`config.mk`:
```
export PLATFORM = sky130hd
export DESIGN_NAME = multi_pulse_toggle
export DESIGN_NICKNAME = d
export VERILOG_FILES = /design/src/rtl/pulse_reg_pkg.sv /design/src/rtl/pulse_deb_edge.sv /design/src/rtl/multi_pulse_toggle.sv
export SDC_FILE = /design/constraint.sdc
export NUM_CORES = 1
export LEC_CHECK = 0
export BUFFER_PORTS_ARGS = -buffer_cell sky130_fd_sc_hd__buf_2
export CORE_AREA = 2 2 39 41
export CTS_BUF_LIST = sky130_fd_sc_hd__clkbuf_2
export DETAILED_ROUTE_END_ITERATION = 12
export DIE_AREA = 0 0 41 43
export PLACE_DENSITY_LB_ADDON = 0.05
export SETUP_SLACK_MARGIN = 0.5
export SKIP_LAST_GASP = 1
export SYNTH_ARGS = -nofsm -noshare
export SYNTH_HDL_FRONTEND = slang
export SYNTH_SLANG_ARGS = --single-unit
```
`constraint.sdc`:
```
create_clock -name clk -period 3.1 [get_ports clk]
set_input_delay 0.775 -clock clk [delete_from_list [all_inputs] [get_ports clk]]
set_output_delay 0.775 -clock clk [all_outputs]
set_load 0.1 [all_outputs]
```
`src/rtl/pulse_reg_pkg.sv`:
```
// pulse_reg_pkg -- shared constants for the multi-channel pulse toggle block.
//   MODE_SHARED / MODE_PER_CH : encodings for the MODE parameter of multi_pulse_toggle
//   SYNC_DEPTH                : flop count of the optional input synchroniser
//   deb_cnt_w()               : width of a debounce stability counter for a given window
package pulse_reg_pkg;

  localparam int MODE_SHARED = 0;
  localparam int MODE_PER_CH = 1;
  localparam int SYNC_DEPTH  = 2;

  // The counter only needs to reach window-1, but is never narrower than one bit.
  function automatic int deb_cnt_w(input int window);
    if (window <= 1) begin
      return 1;
    end else begin
      return $clog2(window);
    end
  endfunction

endpackage

```
`src/rtl/pulse_deb_edge.sv`:
```
// pulse_deb_edge -- one channel of conditioning: optional synchroniser, input
// sample register, debouncer and rising-edge detector.
// Build option: PULSE_SYNC_EN inserts a SYNC_DEPTH-flop synchroniser ahead of
// the sample register.
// Ports:
//   clk    : clock, rising edge
//   rst    : synchronous active-high reset
//   in_i   : raw input level
//   rise_o : combinational 0->1 indication of the debounced level (the parent
//            registers it, so it is high for exactly one cycle per rise)
module pulse_deb_edge
  import pulse_reg_pkg::*;
#(
  parameter int DEB_CYCLES = 0
) (
  input  logic clk,
  input  logic rst,
  input  logic in_i,
  output logic rise_o
);

  logic w_raw;
  logic r_samp;
  logic w_level;
  logic r_level_d;

`ifdef PULSE_SYNC_EN
  logic [SYNC_DEPTH-1:0] r_sync;

  // Two-flop synchroniser for asynchronous button/pulse inputs.
  always_ff @(posedge clk) begin
    if (rst) begin
      r_sync <= '0;
    end else begin
      r_sync <= {r_sync[SYNC_DEPTH-2:0], in_i};
    end
  end

  assign w_raw = r_sync[SYNC_DEPTH-1];
`else
  assign w_raw = in_i;
`endif

  // Sample register: the single point where the (synchronised) input is captured.
  always_ff @(posedge clk) begin
    if (rst) begin
      r_samp <= 1'b0;
    end else begin
      r_samp <= w_raw;
    end
  end

  generate
    if (DEB_CYCLES == 0) begin : g_bypass
      assign w_level = r_samp;
    end else begin : g_deb
      localparam int CW = deb_cnt_w(DEB_CYCLES);
      localparam logic [CW-1:0] LAST = CW'(DEB_CYCLES - 1);

      logic [CW-1:0] r_cnt;
      logic          r_deb;

      // The level is one bit, so the candidate is always the complement of the
      // debounced level; the counter measures how long the sample has held it.
      // Any cycle where the sample matches the level again restarts the count.
      always_ff @(posedge clk) begin
        if (rst) begin
          r_cnt <= '0;
          r_deb <= 1'b0;
        end else if (r_samp != r_deb) begin
          if (r_cnt == LAST) begin
            r_deb <= r_samp;
            r_cnt <= '0;
          end else begin
            r_cnt <= r_cnt + CW'(1);
          end
        end else begin
          r_cnt <= '0;
        end
      end

      assign w_level = r_deb;
    end
  endgenerate

  // Previous debounced level, for rising-edge detection.
  always_ff @(posedge clk) begin
    if (rst) begin
      r_level_d <= 1'b0;
    end else begin
      r_level_d <= w_level;
    end
  end

  assign rise_o = w_level & ~r_level_d;

endmodule

```
`src/rtl/multi_pulse_toggle.sv`:
```
// multi_pulse_toggle -- N_CH debounced pulse inputs driving toggle state bits.
// Build option: PULSE_SYNC_EN adds a 2-flop synchroniser per channel (+2 cycles).
// Parameters: N_CH channels, MODE (MODE_SHARED: one common toggle, MODE_PER_CH:
// one toggle per channel), DEB_CYCLES debounce window (0 = bypass), CNT_W event
// counter width, INIT_STATE reset value of every state bit.
// Ports:
//   clk, rst    : clock (rising edge) and synchronous active-high reset
//   in_i        : raw inputs, one per channel
//   edge_o      : registered one-cycle rising-edge pulses
//   state_o     : registered toggle state
//   any_edge_o  : registered OR of edge_o
//   evt_cnt_o   : wrapping count of cycles with any_edge_o high
module multi_pulse_toggle
  import pulse_reg_pkg::*;
#(
  parameter int   N_CH       = 2,
  parameter int   MODE       = 0,
  parameter int   DEB_CYCLES = 0,
  parameter int   CNT_W      = 8,
  parameter logic INIT_STATE = 1'b0
) (
  input  logic             clk,
  input  logic             rst,
  input  logic [N_CH-1:0]  in_i,
  output logic [N_CH-1:0]  edge_o,
  output logic [N_CH-1:0]  state_o,
  output logic             any_edge_o,
  output logic [CNT_W-1:0] evt_cnt_o
);

  logic [N_CH-1:0]  w_rise;
  logic             w_any;
  logic [N_CH-1:0]  w_toggle;
  logic [N_CH-1:0]  r_edge;
  logic [N_CH-1:0]  r_state;
  logic             r_any;
  logic [CNT_W-1:0] r_cnt;

  generate
    for (genvar gi = 0; gi < N_CH; gi++) begin : g_ch
      pulse_deb_edge #(
        .DEB_CYCLES (DEB_CYCLES)
      ) u_ch (
        .clk    (clk),
        .rst    (rst),
        .in_i   (in_i[gi]),
        .rise_o (w_rise[gi])
      );
    end
  endgenerate

  // Toggle mask: shared mode collapses simultaneous edges into one inversion.
  always_comb begin
    w_any    = |w_rise;
    w_toggle = '0;
    case (MODE)
      MODE_PER_CH: w_toggle = w_rise;
      MODE_SHARED: w_toggle = {N_CH{w_any}};
      default:     w_toggle = {N_CH{w_any}};
    endcase
  end

  // All outputs update together on the same edge; reset overrides everything.
  always_ff @(posedge clk) begin
    if (rst) begin
      r_edge  <= '0;
      r_any   <= 1'b0;
      r_state <= {N_CH{INIT_STATE}};
      r_cnt   <= '0;
    end else begin
      r_edge  <= w_rise;
      r_any   <= w_any;
      r_state <= r_state ^ w_toggle;
      if (w_any) begin
        r_cnt <= r_cnt + CNT_W'(1);
      end else begin
        r_cnt <= r_cnt;
      end
    end
  end

  assign edge_o     = r_edge;
  assign state_o    = r_state;
  assign any_edge_o = r_any;
  assign evt_cnt_o  = r_cnt;

endmodule
```
==> results.sh, run 1 <==
export IMPL_synth_nets=66
export IMPL_synth_simple_area_share=0.217
export IMPL_ant_nets=0
export IMPL_powerDensity_mw_per_mm2=574
export IMPL_pwr_share_clk=0.233
export IMPL_fin_nets=84
export IMPL_core_sq_mm=0.00138
export IMPL_yosysSeqAreaShare=0.513
export IMPL_synth_fa_ha_area_frac=0.0189
export IMPL_seq_power_share=0.546
export IMPL_hold_viol=0
export IMPL_rsz0062_at_grt="false"
export IMPL_cp_start_kind="flip-flop"
export IMPL_initial_core_util=0.479
export IMPL_critPathKind="flip-flop to output port"
export IMPL_yosysWarnings=0
export IMPL_relSlewSlack=0.679
export IMPL_finalClockSkew_ns=0.00504
export IMPL_clock_latency_ns=0.29
export IMPL_port_buffers=16
export IMPL_first_iter_violations=2
export IMPL_worstPathMaxFanout=6
export IMPL_hold_depth=1
export IMPL_diodes=0
export IMPL_htreeDepth=1
export IMPL_grt_pass1_vias=366
export IMPL_required_ns=2.32
export IMPL_grt_total_usage=0.137
export IMPL_avgSynthCellArea_sq_um=10.9
export IMPL_p_sw_uw=153
export IMPL_worst_slew_pin_transition_ns=0.486
export IMPL_drive_gt1_frac=0.321
export IMPL_finalSetupViolations=0
export IMPL_p_int_uw=281
export IMPL_ir_drop_mv=0.438
export IMPL_cp_slowest_cell="buf_2"
export IMPL_netlist_instances=61
export IMPL_placed_cells=90
export IMPL_whs_endpoint="g_ch[0].u_ch.r_level_d$_SDFF_PP0_"
export IMPL_synth_cell_types=21
export IMPL_period_minus_slack_ns=1.97
export IMPL_crit_family="buffers and inverters"
export IMPL_wl_per_cell_um=10.6
export IMPL_combPwrFrac=0.221
export IMPL_synth_xor_area_frac=0.119
export IMPL_grt_pass1_wl_mm=1.59
export IMPL_firstDrtPassIters=3
export IMPL_rows=14
export IMPL_period_share=0.634
export IMPL_min_path_type="flip-flop to flip-flop"
export IMPL_fmax_mhz=509
export IMPL_status="complete, no violations"
export IMPL_dp_hpwl_um=687
export IMPL_gr_total_overflow=0
export IMPL_rrSetupSlack_ns=1.91
export IMPL_clock_root_buffer="clkbuf_2"
export IMPL_syn_to_final_growth_pct=14.2
export IMPL_via_count=451
export IMPL_min_from="g_ch[0].u_ch.r_samp$_SDFF_PP0_"
export IMPL_ctsResizeCount=0
export IMPL_antenna_found_initial=0
export IMPL_r2r_start="evt_cnt_o[0]$_SDFFE_PP0P_"
export IMPL_cpPeakStageDelay_ns=0.46
export IMPL_die_area_sq_mm=0.00176
export IMPL_ctsHoldBuffers=0
export IMPL_cts_tree="done"
export IMPL_die_h_um=43
export IMPL_crit_chain="buf_2"
export IMPL_clock_sinks=17
export IMPL_synth_compound_area_frac=0.0925
export IMPL_cts_setup_buffers=0
export IMPL_setup_total_negative_slack_ns=0
export IMPL_clk_pin_slew_ns=0.15
export IMPL_power_leakage_nw=0.361
export IMPL_critPathCaptureType="output port"
export IMPL_synth_mux_area_frac=0
export IMPL_r2r_end="evt_cnt_o[6]$_SDFFE_PP0P_"
export IMPL_synth_top_family_by_area="simple AND/OR/NAND/NOR gates"
export IMPL_final_common_cell="dfxtp_1"
export IMPL_drc=0
export IMPL_path_buf_inv=1
export IMPL_synth_cell_area_sq_um=663
export IMPL_cts_made_buffers=3
export IMPL_gp_congestion=0.652
export IMPL_die_w_um=41
export IMPL_grt_max_degree=15
export IMPL_stdcell_count=94
export IMPL_wl_um=995
export IMPL_arrival_ns=1.19
export IMPL_maxCapViolations=0
export IMPL_drv_slew=0
export IMPL_vias_per_cell=4.80
export IMPL_layout_common_cells="17 x dfxtp_1, 16 x buf_2, 9 x xor2_1, 9 x nor2_1, 5 x nor2b_1"
export IMPL_ios=17
export IMPL_ys_seq_elements=17
export IMPL_switching_share=0.352
export IMPL_reg2regPathDepth=5
export IMPL_clockBufferDepth=2
power groups by stage:
stage,Clock (mW),Combinational (mW),Sequential [mW]
2_1_floorplan,0,0.0244,0.303
3_3_place_gp,0,0.0957,0.242
3_5_place_dp,0,0.0962,0.242
4_1_cts,0.106,0.0965,0.237
5_1_grt,0.112,0.100,0.239
6_report,0.101,0.0958,0.237
synth_stat cells, drive strengths merged:
| cell | n | area (sq um) |
|---|---|---|
| o211ai | 2 | 20.0 |
| nand2 | 1 | 3.75 |
| xor2 | 9 | 78.8 |
| and3 | 1 | 7.51 |
| and2b | 1 | 7.51 |
| a21oi | 1 | 5.00 |
| clkbuf | 1 | 3.75 |
| nor2b | 7 | 58.8 |
| or2 | 1 | 6.26 |
| buf | 2 | 22.5 |
| and4 | 1 | 8.76 |
| nor2 | 10 | 45.0 |
| and2 | 1 | 6.26 |
| o21ai | 2 | 10.0 |
| dfxtp | 17 | 340 |
| o2111ai | 3 | 26.3 |
| ha | 1 | 12.5 |
per-layer routing:
metal	track usage	vias up	wire (um)
met5	0	-	0
met4	0.120	0	31
met3	0.0314	5	47
met2	0.172	13	432
met1	0.187	197	484
li1	-	236	-
cell families after synthesis:
logic type      after synthesis
compound gates                8
simple gates                 23
flops                        17
buf+inv                       3
xor+xnor                      9
fa+ha+maj                     1
worst max-delay path by stage:
stage / slack (ns) / cells past startpoint / end / startpoint
global route: 1.07 / 1 / evt_cnt_o[0] / evt_cnt_o[0]$_SDFFE_PP0P_
global placement: 1.48 / 1 / evt_cnt_o[0] / evt_cnt_o[0]$_SDFFE_PP0P_
floorplan: 1.24 / 5 / evt_cnt_o[6]$_SDFFE_PP0P_ / evt_cnt_o[0]$_SDFFE_PP0P_
detailed placement: 1.46 / 4 / any_edge_o$_SDFF_PP0_ / rst
finish: 1.13 / 1 / evt_cnt_o[2] / evt_cnt_o[2]$_SDFFE_PP0P_
CTS: 1.11 / 1 / evt_cnt_o[2] / evt_cnt_o[2]$_SDFFE_PP0P_
through the flow:
step	area (sq um)	setup WS, ns	total power, mW	utilization	hold WS, ns
4_1_cts	757	1.11	0.440	0.547	0.492
2_1_floorplan	663	1.24	0.327	-	0.455
5_1_grt	757	1.07	0.451	0.547	0.516
3_5_place_dp	737	1.46	0.338	0.533	0.468
3_3_place_gp	737	1.48	0.338	0.533	0.467
6_report	757	1.13	0.434	0.547	0.489
flip-flops by register name, indices dropped and copies added, names as in the netlist:
register	cells
g_ch.u_ch.r_samp	2
edge_o	2
any_edge_o	1
evt_cnt_o	8
g_ch.u_ch.r_level_d	2
state_o	2
layout make-up:
class,count,area [sq um]
Tap cell,16,20.0
Fill cell,125,627
Sequential cell,17,340
Clock buffer,4,20.0
Timing Repair Buffer,16,80.1
Multi-Input combinational cell,41,297
Power figures use the tool's default switching activity.
==> run 2, diff against run 1 <==
==> constraint.sdc (replaced) <==
create_clock -name clk -period 1.9 [get_ports clk]
set_input_delay 0.475 -clock clk [delete_from_list [all_inputs] [get_ports clk]]
set_output_delay 0.475 -clock clk [all_outputs]
set_load 0.1 [all_outputs]
==> run 2 against run 1 <==
  * Clock power is 68% higher
  * Clock skew is 0.0049 ns higher
  * Power is 75% higher
  * Final area is 28% higher
  * Setup slack worse by 0.61 ns
  * Sequential share of layout area is 7.2 points lower
  * Cell count is 3.2% higher
  * Utilization is 15 points higher
  * Count of clock-buffer cells in the layout stayed put
  * Highest routed layer unchanged
==> results.sh, run 2 (synthesized netlist as in run 1, its figures left out) <==
export IMPL_gr_total_overflow=0
export IMPL_first_iter_violations=1
export IMPL_die_area_sq_mm=0.00176
export IMPL_critPathCaptureType="output port"
export IMPL_cts_made_buffers=3
export IMPL_rsz0062_at_grt="true"
export IMPL_clock_sinks=17
export IMPL_r2r_end="evt_cnt_o[6]$_SDFFE_PP0P_"
export IMPL_cpPeakStageDelay_ns=0.42
export IMPL_switching_share=0.348
export IMPL_period_share=0.725
export IMPL_worstPathMaxFanout=6
export IMPL_largest_reg_flops=8
export IMPL_path_buf_inv=1
export IMPL_r2r_start="evt_cnt_o[0]$_SDFFE_PP0P_"
export IMPL_gp_congestion=0.630
export IMPL_seq_power_share=0.514
export IMPL_cts_tree="done"
export IMPL_crit_chain="buf_12"
export IMPL_rows=14
export IMPL_via_count=476
export IMPL_worst_slew_pin_transition_ns=0.253
export IMPL_crit_family="flip-flops"
export IMPL_fmax_mhz=726
export IMPL_p_int_uw=497
export IMPL_layout_common_cells="9 x xor2_1, 9 x nor2_1, 9 x buf_12, 7 x dfxtp_1"
export IMPL_p_sw_uw=265
export IMPL_ctsHoldBuffers=0
export IMPL_wl_mm=1.23
export IMPL_clockBufferDepth=2
export IMPL_combPwrFrac=0.263
export IMPL_core_sq_mm=0.00138
export IMPL_reg2regPathDepth=5
export IMPL_setup_worst_path_start="evt_cnt_o[2]$_SDFFE_PP0P_"
export IMPL_drc=0
export IMPL_stdcell_count=97
export IMPL_cp_depth=1
export IMPL_grt_pass1_vias=407
export IMPL_arrival_ns=0.90
export IMPL_setup_total_negative_slack_ns=0
export IMPL_hold_viol=0
export IMPL_holdWs_ns=0.373
export IMPL_pre_cts_ws_ns=0.589
export IMPL_required_ns=1.42
export IMPL_wl_per_cell_um=12.7
export IMPL_grt_max_degree=15
export IMPL_fin_nets=87
export IMPL_setup_worst_path_end="evt_cnt_o[2]"
export IMPL_placed_cells=90
export IMPL_powerDensity_mw_per_mm2=787
export IMPL_clock_root_buffer="clkbuf_2"
export IMPL_die_w_um=41
export IMPL_period_minus_slack_ns=1.38
export IMPL_relSlewSlack=0.831
export IMPL_drv_slew=0
export IMPL_maxCapViolations=0
export IMPL_power_leakage_nw=0.415
export IMPL_grt_total_usage=0.153
export IMPL_ir_drop_mv=0.528
export IMPL_diodes=0
export IMPL_htreeDepth=1
export IMPL_finalSetupViolations=0
export IMPL_initial_core_util=0.479
export IMPL_firstDrtPassIters=2
export IMPL_setup_ws_ns=0.523
export IMPL_pwr_share_clk=0.223
export IMPL_finalClockSkew_ns=0.00990
export IMPL_antenna_found_initial=0
export IMPL_ant_nets=0
export IMPL_vias_per_cell=4.91
export IMPL_clk_pin_slew_ns=0.17
export IMPL_clock_latency_ns=0.30
export IMPL_min_path_type="primary input to flip-flop"
export IMPL_ios=17
export IMPL_cp_start_kind="flip-flop"
export IMPL_critPathKind="flip-flop to output port"
export IMPL_rrSetupSlack_ns=0.67
export IMPL_fin_util=0.700
export IMPL_drive_gt1_frac=0.469
export IMPL_syn_to_final_growth_pct=46.0
export IMPL_die_h_um=43
export IMPL_cp_slowest_cell="dfxtp_4"
export IMPL_dp_hpwl_um=730
export IMPL_port_buffers=16
export IMPL_status="complete, no violations"
export IMPL_grt_pass1_wl_mm=1.75
[run 2: changes by cell type in the layout (fill, tap and decap cells not counted), sizes merged]
cell,before,now
buf,16,19
[run 2: routing by layer]
layer  GRT usage  vias to the layer above  wire length (um)
met3      0.0314                        4                47
met2       0.225                       11               613
li1            -                      240                 -
met4       0.120                        0                23
met5           0                        -                 0
met1       0.182                      221               544
[run 2: how the worst min path moves through the flow]
| stage | from | endpoint | slack [ns] | cells after the start |
|---|---|---|---|---|
| 5_1_grt | in_i[1] | g_ch[1].u_ch.r_samp$_SDFF_PP0_ | 0.37 | 2 |
| 6_report | in_i[1] | g_ch[1].u_ch.r_samp$_SDFF_PP0_ | 0.37 | 2 |
| 3_3_place_gp | g_ch[1].u_ch.r_samp$_SDFF_PP0_ | g_ch[1].u_ch.r_level_d$_SDFF_PP0_ | 0.47 | 1 |
| 3_5_place_dp | g_ch[1].u_ch.r_samp$_SDFF_PP0_ | g_ch[1].u_ch.r_level_d$_SDFF_PP0_ | 0.47 | 1 |
| 4_1_cts | in_i[0] | g_ch[0].u_ch.r_samp$_SDFF_PP0_ | 0.37 | 2 |
| 2_1_floorplan | g_ch[0].u_ch.r_samp$_SDFF_PP0_ | g_ch[0].u_ch.r_level_d$_SDFF_PP0_ | 0.45 | 1 |
[run 2: power groups by stage]
stage	Clock, mW	Combinational [mW]	Sequential, mW
3_5_place_dp	0	0.158	0.394
3_3_place_gp	0	0.157	0.394
5_1_grt	0.190	0.207	0.393
6_report	0.170	0.200	0.391
2_1_floorplan	0	0.0397	0.494
4_1_cts	0.173	0.178	0.390
[run 2: repair_timing]
item                       4_1_cts  5_1_grt
resized for setup               29       17
setup endpoints to repair       13       11
setup buffers                    0        3
[run 2: layout make-up]
class                           count  area, sq um
Tap cell                           16         20.0
Multi-Input combinational cell     41          297
Timing Repair Buffer               19          267
Sequential cell                    17          365
Fill cell                         102          415
Clock buffer                        4         20.0
[run 2: through the flow]
stage               power, mW  instance area, sq um
CTS                     0.741                   872
finish                  0.762                   968
detailed placement      0.552                   759
global placement        0.551                   759
global route            0.790                   968
floorplan               0.533                   686
==> run 3, diff against run 2 <==
==> constraint.sdc (replaced) <==
create_clock -name clk -period 1.29 [get_ports clk]
set_input_delay 0.3225 -clock clk [delete_from_list [all_inputs] [get_ports clk]]
set_output_delay 0.3225 -clock clk [all_outputs]
set_load 0.1 [all_outputs]
==> run 3 against run 2 <==
  * Via count increased by 31%
  * The flow now finishes with violations (setup timing)
  * Critical endpoint is now evt_cnt_o[6]$_SDFFE_PP0P_
  * Largest power group unchanged
  * Worst hold slack worse by 0.14 ns
  * Critical path depth is 5 higher
==> results.sh, run 3 (synthesized netlist as in run 1, its figures left out) <==
export IMPL_grt_total_usage=0.237
export IMPL_min_path_type="primary input to flip-flop"
export IMPL_failed_checks="setup timing"
export IMPL_worst_slew_pin_transition_ns=0.238
export IMPL_layout_common_cells="15 x buf_12, 15 x buf_4, 13 x dfxtp_4, 9 x xor2_1, 9 x nor2_1"
export IMPL_status="finished, violations left"
export IMPL_clock_sinks=17
export IMPL_stdcell_area_sq_mm=0.00129
export IMPL_wl_per_cell_um=19.4
export IMPL_die_h_um=43
export IMPL_finalSetupViolations=1
export IMPL_switching_share=0.360
export IMPL_clock_latency_ns=0.30
export IMPL_drv_slew=0
export IMPL_finalClockSkew_ns=0.00569
export IMPL_clockBufferDepth=2
export IMPL_p_int_uw=796
export IMPL_maxCapViolations=0
export IMPL_core_sq_mm=0.00138
export IMPL_cp_start_kind="flip-flop"
export IMPL_gr_total_overflow=0
export IMPL_drive_gt1_frac=0.750
export IMPL_required_ns=1.49
export IMPL_via_count=622
export IMPL_clock_root_buffer="clkbuf_2"
export IMPL_diodes=0
export IMPL_period_share=1.02
export IMPL_fillerInstances=43
export IMPL_total_power_mw=1.24
export IMPL_gp_congestion=0.666
export IMPL_ctsHoldBuffers=0
export IMPL_rows=14
export IMPL_first_iter_violations=19
export IMPL_critPathCaptureType="flip-flop"
export IMPL_worstPathMaxFanout=3
export IMPL_ios=17
export IMPL_setup_total_negative_slack_ns=-0.0282
export IMPL_firstDrtPassIters=4
export IMPL_htreeDepth=1
export IMPL_wl_mm=2.25
export IMPL_fin_nets=106
export IMPL_powerDensity_mw_per_mm2=961
export IMPL_clk_pin_slew_ns=0.18
export IMPL_die_area_sq_mm=0.00176
export IMPL_arrival_ns=1.52
export IMPL_p_sw_uw=448
export IMPL_fmax_mhz=759
export IMPL_relSlewSlack=0.841
export IMPL_placed_cells=91
export IMPL_stdcell_count=116
export IMPL_antenna_found_initial=0
export IMPL_pwr_share_clk=0.200
export IMPL_vias_per_cell=5.36
export IMPL_pre_cts_ws_ns=0.180
export IMPL_grt_pass1_vias=587
export IMPL_ir_drop_mv=1.19
export IMPL_drc=0
export IMPL_grt_pass1_wl_mm=2.71
export IMPL_combPwrFrac=0.339
export IMPL_port_buffers=16
export IMPL_hold_viol=0
export IMPL_grt_max_degree=11
export IMPL_die_w_um=41
export IMPL_cts_tree="done"
export IMPL_dpl_instance_area_sq_mm=0.00100
export IMPL_largest_reg_flops=8
export IMPL_seq_power_share=0.461
export IMPL_period_minus_slack_ns=1.32
export IMPL_syn_to_final_growth_pct=95.3
export IMPL_rsz0062_at_grt="true"
export IMPL_cts_made_buffers=3
export IMPL_initial_core_util=0.479
export IMPL_ant_nets=0
export IMPL_dp_hpwl_um=908
export IMPL_critPathKind="flip-flop to flip-flop"
export IMPL_setup_ws_ns=-0.0282
export IMPL_power_leakage_nw=0.539
## run 3: cell types whose count changed in the layout (fill, tap and decap cells not counted), sizes merged
cell / previous run / this run
buf: 19 / 38
clkbuf: 4 / 3
clkinv: 0 / 1
## run 3: per-layer routing
| layer | wire length [um] | GRT usage | part of all wire | vias up |
|---|---|---|---|---|
| met1 | 899 | 0.274 | 0.40 | 312 |
| met4 | 93 | 0.107 | 0.041 | 0 |
| li1 | - | - | - | 282 |
| met2 | 1210 | 0.394 | 0.54 | 18 |
| met3 | 49 | 0.0471 | 0.022 | 10 |
| met5 | 0 | 0 | 0 | - |
## run 3: power by group through the flow
| stage | registers (mW) | clock network (mW) | logic [mW] |
|---|---|---|---|
| after floorplan | 0.720 | 0 | 0.0608 |
| after global placement | 0.585 | 0 | 0.297 |
| after detailed placement | 0.586 | 0 | 0.302 |
| after CTS | 0.570 | 0.244 | 0.384 |
| after global routing | 0.575 | 0.274 | 0.433 |
| final | 0.573 | 0.249 | 0.422 |
## run 3: path summary, 6_finish.rpt
path / from / to / slack, ns / depth (start not counted)
max: evt_cnt_o[0]$_SDFFE_PP0P_ / evt_cnt_o[6]$_SDFFE_PP0P_ / -0.03 / 6
min: in_i[1] / g_ch[1].u_ch.r_samp$_SDFF_PP0_ / 0.23 / 2
max reg2reg: evt_cnt_o[0]$_SDFFE_PP0P_ / evt_cnt_o[6]$_SDFFE_PP0P_ / -0.03 / 6
min reg2reg: g_ch[0].u_ch.r_samp$_SDFF_PP0_ / g_ch[0].u_ch.r_level_d$_SDFF_PP0_ / 0.49 / 1
## run 3: layout make-up
cell class                      instances  area [sq um]  share of cell area
Clock inverter                          1          5.00             0.00386
Multi-Input combinational cell         41           378               0.292
Clock buffer                            3          15.0              0.0116
Sequential cell                        17           393               0.303
Timing Repair Buffer                   38           484               0.374
Tap cell                               16          20.0              0.0155
## run 3: critical path, cell delays in order, from the launching register on
cell,delay (ns)
dfxtp_4,0.42
buf_12,0.11
ha_4,0.13
and3_4,0.17
o211ai_2,0.09
xor2_1,0.22
nor2_1,0.08
## run 3: stage by stage
step	hold WS (ns)	utilization
6_report	0.230	0.936
5_1_grt	0.233	0.936
4_1_cts	0.243	0.894
3_5_place_dp	0.473	0.726
3_3_place_gp	0.465	0.726
2_1_floorplan	0.394	-
## run 3: repair_timing
| item | CTS | global route |
|---|---|---|
| pin swaps | 17 | 10 |
| setup buffers | 17 | 4 |
| gates resized for setup | 16 | 7 |
| setup endpoints to repair | 24 | 25 |
| hold endpoints to repair | 0 | 0 |
